**config.mk**
```make
export PLATFORM = sky130hd
export DESIGN_NAME = counter_ctrl_flat
export DESIGN_NICKNAME = d
export VERILOG_FILES = /design/src/rtl/counter_ctrl_pkg.sv /design/src/rtl/counter_ctrl_if.sv /design/src/rtl/tick_gen.sv /design/src/rtl/counter_ctrl.sv /design/src/flat_wrapper.sv
export SDC_FILE = /design/constraint.sdc
export NUM_CORES = 1
export LEC_CHECK = 0
export ABC_AREA = 1
export CORE_ASPECT_RATIO = 0.8
export CORE_MARGIN = 1.5
export CORE_UTILIZATION = 51
export CTS_CLUSTER_DIAMETER = 50
export DETAILED_ROUTE_END_ITERATION = 12
export PLACE_DENSITY = 0.78
export SLEW_MARGIN = 25
export SYNTH_ARGS = -nofsm -noshare
export SYNTH_HDL_FRONTEND = slang
export SYNTH_SLANG_ARGS = --single-unit
```
**constraint.sdc**
```tcl
create_clock -name clk -period 2.2 [get_ports clk]
set_input_delay 0.22 -clock clk [delete_from_list [all_inputs] [get_ports clk]]
set_output_delay 0.22 -clock clk [all_outputs]
set_load 0.005 [all_outputs]
```
**src/rtl/counter_ctrl_pkg.sv**
```systemverilog
// counter_ctrl_pkg -- shared types for the LED counter controller.
//   op_e    : command opcodes carried on the command port
//   state_e : controller FSM states
//   W_DEFAULT : LED/count width used on the board
package counter_ctrl_pkg;

    localparam int W_DEFAULT = 5;

    typedef enum logic [1:0] {
        OP_STOP     = 2'd0,
        OP_RUN_UP   = 2'd1,
        OP_RUN_DOWN = 2'd2,
        OP_LOAD     = 2'd3
    } op_e;

    typedef enum logic [1:0] {
        IDLE   = 2'd0,
        RUN_UP = 2'd1,
        RUN_DN = 2'd2,
        DONE   = 2'd3
    } state_e;

endpackage

```
**src/rtl/counter_ctrl_if.sv**
```systemverilog
// counter_ctrl_if -- valid/ready command port of the LED counter controller.
//   cmd_valid : command present (master -> slave)
//   cmd_ready : slave can take a command this cycle (slave -> master)
//   cmd_op    : opcode (op_e)
//   cmd_arg   : LOAD value, W bits; ignored for other opcodes
interface counter_ctrl_if
    import counter_ctrl_pkg::*;
#(
    parameter int W = W_DEFAULT
);
    logic         cmd_valid;
    logic         cmd_ready;
    op_e          cmd_op;
    logic [W-1:0] cmd_arg;

    modport master (output cmd_valid, output cmd_op, output cmd_arg, input  cmd_ready);
    modport slave  (input  cmd_valid, input  cmd_op, input  cmd_arg, output cmd_ready);
endinterface

```
**src/rtl/tick_gen.sv**
```systemverilog
// tick_gen -- N-bit prescaler producing a strobe every 2^N enabled cycles.
//   clk, rst : clock, asynchronous active-high reset
//   en       : count enable; while low the counter is held at 0
//   clr      : synchronous clear, overrides en
//   tc       : terminal-count pulse, high while enabled and counter == 2^N-1
module tick_gen #(
    parameter int N = 6
) (
    input  logic clk,
    input  logic rst,
    input  logic en,
    input  logic clr,
    output logic tc
);
    logic [N-1:0] cnt;

    // Counter wraps naturally from all-ones to zero on the terminal cycle.
    always_ff @(posedge clk or posedge rst) begin
        if (rst)
            cnt <= '0;
        else if (clr || !en)
            cnt <= '0;
        else
            cnt <= cnt + N'(1);
    end

    assign tc = en && (cnt == '1);
endmodule

```
**src/rtl/counter_ctrl.sv**
```systemverilog
// counter_ctrl -- command-driven up/down controller for the LED counter.
//   clk, rst : clock, asynchronous active-high reset
//   cmd      : command port (counter_ctrl_if.slave): STOP, RUN_UP, RUN_DOWN, LOAD
//   leds     : current count, registered
//   busy     : high while running up or down, registered with the state
//   tick     : one-cycle pulse in the cycle leds shows a newly applied step
// Parameters: N prescaler width (step every 2^N cycles), WRAP wrap vs.
// saturate-and-stop at the count limits, W count width.
module counter_ctrl
    import counter_ctrl_pkg::*;
#(
    parameter int N    = 6,
    parameter bit WRAP = 1'b1,
    parameter int W    = W_DEFAULT
) (
    input  logic               clk,
    input  logic               rst,
    counter_ctrl_if.slave      cmd,
    output logic [W-1:0]       leds,
    output logic               busy,
    output logic               tick
);
    state_e state;
    logic   ready;
    logic   accept;
    logic   running;
    logic   tc;

    assign accept        = cmd.cmd_valid && ready;
    assign running       = (state == RUN_UP) || (state == RUN_DN);
    assign cmd.cmd_ready = ready;

    // Any accepted command restarts the prescaler, so a command arriving on
    // the terminal-count cycle swallows that step.
    tick_gen #(.N(N)) u_tick (
        .clk (clk),
        .rst (rst),
        .en  (running),
        .clr (accept),
        .tc  (tc)
    );

    always_ff @(posedge clk or posedge rst) begin
        if (rst) begin
            state <= IDLE;
            leds  <= '0;
            busy  <= 1'b0;
            tick  <= 1'b0;
            ready <= 1'b0;
        end else begin
            tick  <= 1'b0;
            ready <= 1'b1;
            if (accept) begin
                case (cmd.cmd_op)
                    OP_STOP: begin
                        state <= IDLE;
                        busy  <= 1'b0;
                    end
                    OP_RUN_UP: begin
                        state <= RUN_UP;
                        busy  <= 1'b1;
                    end
                    OP_RUN_DOWN: begin
                        state <= RUN_DN;
                        busy  <= 1'b1;
                    end
                    default: begin
                        // LOAD: one settle cycle with ready low; run state kept.
                        leds  <= cmd.cmd_arg;
                        ready <= 1'b0;
                        if (state == DONE)
                            state <= IDLE;
                    end
                endcase
            end else if (tc) begin
                if (state == RUN_UP) begin
                    if (!WRAP && leds == '1) begin
                        state <= DONE;
                        busy  <= 1'b0;
                    end else begin
                        leds <= leds + W'(1);
                        tick <= 1'b1;
                    end
                end else begin
                    if (!WRAP && leds == '0) begin
                        state <= DONE;
                        busy  <= 1'b0;
                    end else begin
                        leds <= leds - W'(1);
                        tick <= 1'b1;
                    end
                end
            end
        end
    end
endmodule
```
**src/flat_wrapper.sv**
```systemverilog
// flat-port wrapper written by rule: the top's interface ports become plain ports
module counter_ctrl_flat import counter_ctrl_pkg::*;
#(
    parameter int N    = 6,
    parameter bit WRAP = 1'b1,
    parameter int W    = W_DEFAULT
)
  (clk, rst, leds, busy, tick, cmd_cmd_valid, cmd_cmd_op, cmd_cmd_arg, cmd_cmd_ready);
  counter_ctrl_if #(.W(W)) cmd_i ();
  input  logic clk;
  input  logic rst;
  output logic [W-1:0] leds;
  output logic busy;
  output logic tick;
  input wire logic [$bits(cmd_i.cmd_valid)-1:0] cmd_cmd_valid;
  input wire logic [$bits(cmd_i.cmd_op)-1:0] cmd_cmd_op;
  input wire logic [$bits(cmd_i.cmd_arg)-1:0] cmd_cmd_arg;
  output wire logic [$bits(cmd_i.cmd_ready)-1:0] cmd_cmd_ready;
  assign cmd_i.cmd_valid = cmd_cmd_valid;
  assign cmd_i.cmd_op = cmd_cmd_op;
  assign cmd_i.cmd_arg = cmd_cmd_arg;
  assign cmd_cmd_ready = cmd_i.cmd_ready;
  counter_ctrl #(.N(N), .WRAP(WRAP), .W(W)) u_core (.clk(clk), .rst(rst), .cmd(cmd_i), .leds(leds), .busy(busy), .tick(tick));
endmodule
```
Word level (Yosys, flattened, before mapping)
Cells that the tools add are included.
Widths: inputs -> output; s select.
{ "totals": {"n_memories": 0, "regBits": 16, "in_bits": 10, "rom_bits": 0, "output_inout_bits": 8, "wordCells": 42, "latchBits": 0, "ramBits": 0} }
{ "classes": {"n_shift": 0, "n_addsub": 3, "order_cmp": 0, "n_mul": 0, "mux": 12, "div": 0, "reduce_logical": 14, "n_bitwise": 0, "n_eq_ne": 7} }
{ "ops": {"columns": ["operator", "count"], "rows": [
  ["$mux 5", 4],
  ["$add 6x1->6 const B", 1],
  ["$eq 2x2->1 const B", 3],
  ["$eq 6x6->1 const B", 1],
  ["$mux 6", 1],
  ["$pmux 2 s3", 1],
  ["$reduce_and 2->1", 3],
  ["$add 5x1->5 const B", 1],
  ["$sub 5x1->5 const B", 1],
  ["$eq 2x1->1 const B", 2],
  ["$mux 1", 4],
  ["$reduce_bool 2->1", 2],
  ["$reduce_bool 4->1", 1],
  ["$reduce_or 3->1", 1],
  ["$logic_and 1x1->1", 2],
  ["$logic_not 2->1", 1],
  ["$logic_or 1x1->1", 2],
  ["$mux 2", 1],
  ["$ne 2x2->1 const B", 1],
  ["$pmux 1 s2", 1],
  ["$reduce_or 2->1", 1],
  ["$logic_not 1->1", 1]
]} }

Longest topological paths before layout
{ "logic_depth": {"depth_word": 5, "depth_mapped": 10, "mapped_depth_nobuf": 10} }

By module
A second synthesis with hierarchy kept.
{ "hier_totals": {"hier_cells": 131, "area_unflattened_um2": 1047.3} }
{ "modules_own_cells": {"columns": ["mod", "cells_per_inst", "n_inst", "area_per_inst_um2", "seq_area_each_um2"], "rows": [
  ["counter_ctrl", 91, 1, 729.4, 250.2],
  ["tick_gen", 40, 1, 317.8, 150.1]
]} }

Worst setup path after synthesis
OpenSTA, ideal clock, no wires.
{ "synth_path": {"path_kind": "register to register", "from": "register u_core.state[1]", "to": "register u_core.leds[3]", "slack_ns": 0.641, "stages_incl_launch_ff": 11, "path_buffers": 0, "t_arrival_ns": 1.442, "setup_time_ns": 0.117, "t_required_ns": 2.083, "path_cell_list": "dfrtp_1 > inv_1 > ha_1 > inv_1 > ha_1 > a21oi_1 > nand2_1 > nand2_1 > nand3_1 > nand2_1 > nand2_1"} }
{ "synth_via": {"elab_chain_cells": 5, "elab_cells_between_ends": 9} }
{ "synth_rtl": {"columns": ["item", "line", "rtl"], "rows": [
  ["start: declaration", "counter_ctrl.sv:23", "state_e state;"],
  ["start signal: assignment", "counter_ctrl.sv:45", "state <= IDLE;"],
  ["start signal: assignment", "counter_ctrl.sv:56", "state <= IDLE;"],
  ["start signal: assignment", "counter_ctrl.sv:60", "state <= RUN_UP;"],
  ["$eq 2x1->1 / $eq 2x2->1 (equally long branches)", "counter_ctrl.sv:30, counter_ctrl.sv:76", null],
  ["$logic_or 1x1->1", "counter_ctrl.sv:30", "assign running = (state == RUN_UP) || (state == RUN_DN);"],
  ["$logic_and 1x1->1", "tick_gen.sv:27", "assign tc = en && (cnt == '1);"],
  ["$reduce_bool 2->1 (no source line)", null, null],
  ["$reduce_and 2->1 (no source line)", null, null],
  ["end signal: assignment", "counter_ctrl.sv:69", "leds <= cmd.cmd_arg;"],
  ["end signal: assignment", "counter_ctrl.sv:81", "leds <= leds + W'(1);"],
  ["end signal: assignment", "counter_ctrl.sv:89", "leds <= leds - W'(1);"],
  ["end: declaration", "counter_ctrl.sv:19", "output logic [W-1:0] leds,"]
]} }
Parallel ways exist; a longest one is shown, timed or not. The select of a mux whose other input is x is not followed.
A chain may end at the register's enable or synchronous reset.

Final worst setup path
Same ends and word-level chain as after synthesis.

==> results.ini <==
[final_layout]
drive_gt1_share_pct=10.1
final_util_pct=66.5
fin_nets=160
antenna_cells=0
syn2layout_area_growth_pct=23.7

[critical_path]
arrival_ns=1.96
worst_setup_path_end_kind=flop
crit_path_max_fanout=4
cp-start-kind=flop
worstRegToRegCells=10
critPathKind=flop to flop
critical_path_required_ns=2.38

[clock_tree]
cts_resized=0
root_buffer=clkbuf_4
cts_hold_buf=0
cts_tree=yes
cts_buffers=3
clkLatencyLatePin_ns=0.29
clock-sinks=16
clkTransAtPathRegs_ns=0.10
max-clock-path-buffers=2
cts_setup_buffers=0
cts-htree-levels=1

[global_route]
grt_max_degree=17
track_usage_pct=20.8
antenna_found_initial=0
grt_pass1_wl_mm=3.35
overflow=0
grt_pass1_vias=800

[power]
vdd_drop_max_mv=0.474
power.leakage_uw=0.000620
pwr_density_cell_nw_per_um2=780

[logic_synthesis]
synth_top_area_share_pct=40.1
syn_nets=138
async_flop_share_pct=100
yosys-top-cells-area=dfrtp_1, ha_1, nand2_1
synth.distinct_cells=19
synth-xor-area-share_pct=0.877
yosys.area_share.simple_pct=26.9
synth_top_family_by_area=simple AND/OR/NAND/NOR gates
synthesis.area_um2=998
synth_fa_ha_area_share_pct=14.5
synth_seq_area_share_pct=40.1
muxShareOfSynthArea_pct=0
synth_ff_type=dfrtp_1
yosys.area.top_type=dfrtp_1
syn_area_per_cell_um2=8.53
ys_seq_elements=16
syn_inst=117
yosysMostFrequentCell=nand2_1
ys_top_cells_by_count=nand2_1, inv_1, dfrtp_1, ha_1, nand3_1
yosys_warnings=0
synth_edf_count=0
synth_compound_area_share_pct=9.77

[detailed_routing]
dr_total_vias=804
via_per_inst=4.96
ant_nets=0
dr.pass1.iters=4
drc=0
wl_per_cell_um=11.8
dr.first_iter.drc_count=9
drt_wl_total_mm=1.91

[place]
dp.final_hpwl_mm=1.57
numPortBuffers=17
globalplace.congestion=0.813

[floorplanning]
die_w_um=52.5
start_util_pct=53.8
die_area_um2=2230
core_area_um2=1860
ioPinCount=18
die_h_um=42.6
rows=14

[sta]
rsz0062_at_grt=no
slew_headroom_pct=59.6
hold_viol_final=0
period_share_pct=80.8
slew_viol_final=0
tightest_slew_ns=0.606
finClkSkew_ns=0.0105
fmax_mhz=563
setup-violations-final=0
period_minus_slack_ns=1.78
tns_ns=0

[hold_path]
hp-class=primary input to async pin

[flow_run]
cap_violations=0

[run_status]
status=finished, final reports clean

[per-stage QoR]
step                instance area (µm²)  instances  power (µW)  hold slack [ns]  setup slack (ns)
global placement                   1200        158         759            0.475             0.567
global route                       1230        162        1050            0.369             0.303
CTS                                1230        162         976            0.327             0.437
detailed placement                 1200        158         779            0.492             0.470
finish                             1230        162         964            0.306             0.423
floorplan                           998        117         633            0.134             0.641
[routing by layer]
metal	up-vias	routed length (µm)	global-route usage, %
met5	-	0	0
li1	418	-	-
met3	2	83	5.36
met4	0	27	7.69
met2	19	958	36.0
met1	365	843	24.5
[cells in the final DEF, fill, tap and decap left out]
master | Yosys | layout
a21oi_1 | 7 | 7
a21oi_2 | 2 | 2
clkbuf_4 | 0 | 3
clkbuf_8 | 0 | 1
clkdlybuf4s50_1 | 0 | 17
dfrtp_1 | 16 | 16
fa_1 | 1 | 1
ha_1 | 10 | 10
inv_1 | 19 | 19
inv_4 | 1 | 1
nand2_1 | 22 | 22
nand2_4 | 4 | 4
nand3_1 | 10 | 10
nand3_2 | 1 | 1
nand4_1 | 1 | 1
nor2_1 | 9 | 9
nor2_4 | 1 | 1
nor2_8 | 1 | 1
nor3_1 | 2 | 2
o21ai_0 | 7 | 7
o21ai_1 | 2 | 2
xor2_1 | 1 | 1
[critical path: stages, from the launching register on]
cell and delay (ns):
dfrtp_1 0.40, inv_1 0.07, ha_1 0.19, inv_1 0.10, ha_1 0.35, a21oi_1 0.21
nand2_1 0.07, nand2_1 0.07, nand3_1 0.08, nand2_1 0.08, nand2_1 0.04
[kinds of logic (layout without fill, tap and decap cells)]
| group | after synthesis | after routing |
|---|---|---|
| AO/OA/AOI/OAI | 18 | 18 |
| buffers and inverters | 20 | 41 |
| AND/OR/NAND/NOR | 51 | 51 |
| flip-flops | 16 | 16 |
| XOR/XNOR | 1 | 1 |
| adder cells (fa/ha/maj) | 11 | 11 |
[state kept, by name (all words and copies together), names as in the netlist]
signal                cells
u_core.state              2
u_core.leds               5
u_core.busy               1
u_core.tick               1
u_core.u_tick.cnt         6
u_core.cmd.cmd_ready      1
[final timing paths]
kind / from / to / slack, ns
worst max-delay path: u_core.state[1] / u_core.leds[3] / 0.42
worst min register to register: u_core.u_tick.cnt[0] / u_core.u_tick.cnt[0] / 0.51
max in group asynchronous: rst / u_core.leds[3] / 1.49
worst min-delay path: rst / u_core.u_tick.cnt[2] / 0.31
min in group clk: u_core.u_tick.cnt[0] / u_core.u_tick.cnt[0] / 0.51
worst max register to register: u_core.state[1] / u_core.leds[3] / 0.42
[final cells by class]
cell class | instances | area (µm²)
inverters | 20 | 77.6
well taps | 24 | 30.0
fillers | 154 | 622
flip-flops and latches | 16 | 400
repair buffers | 17 | 170
multi-input cells | 81 | 520
clock buffers | 4 | 36.3
[power breakdown]
part,internal (µW),switching [µW]
sequential,339,42.0
clock,101,92.6
combinational,188,201
(Power assumes the default switching activity.)
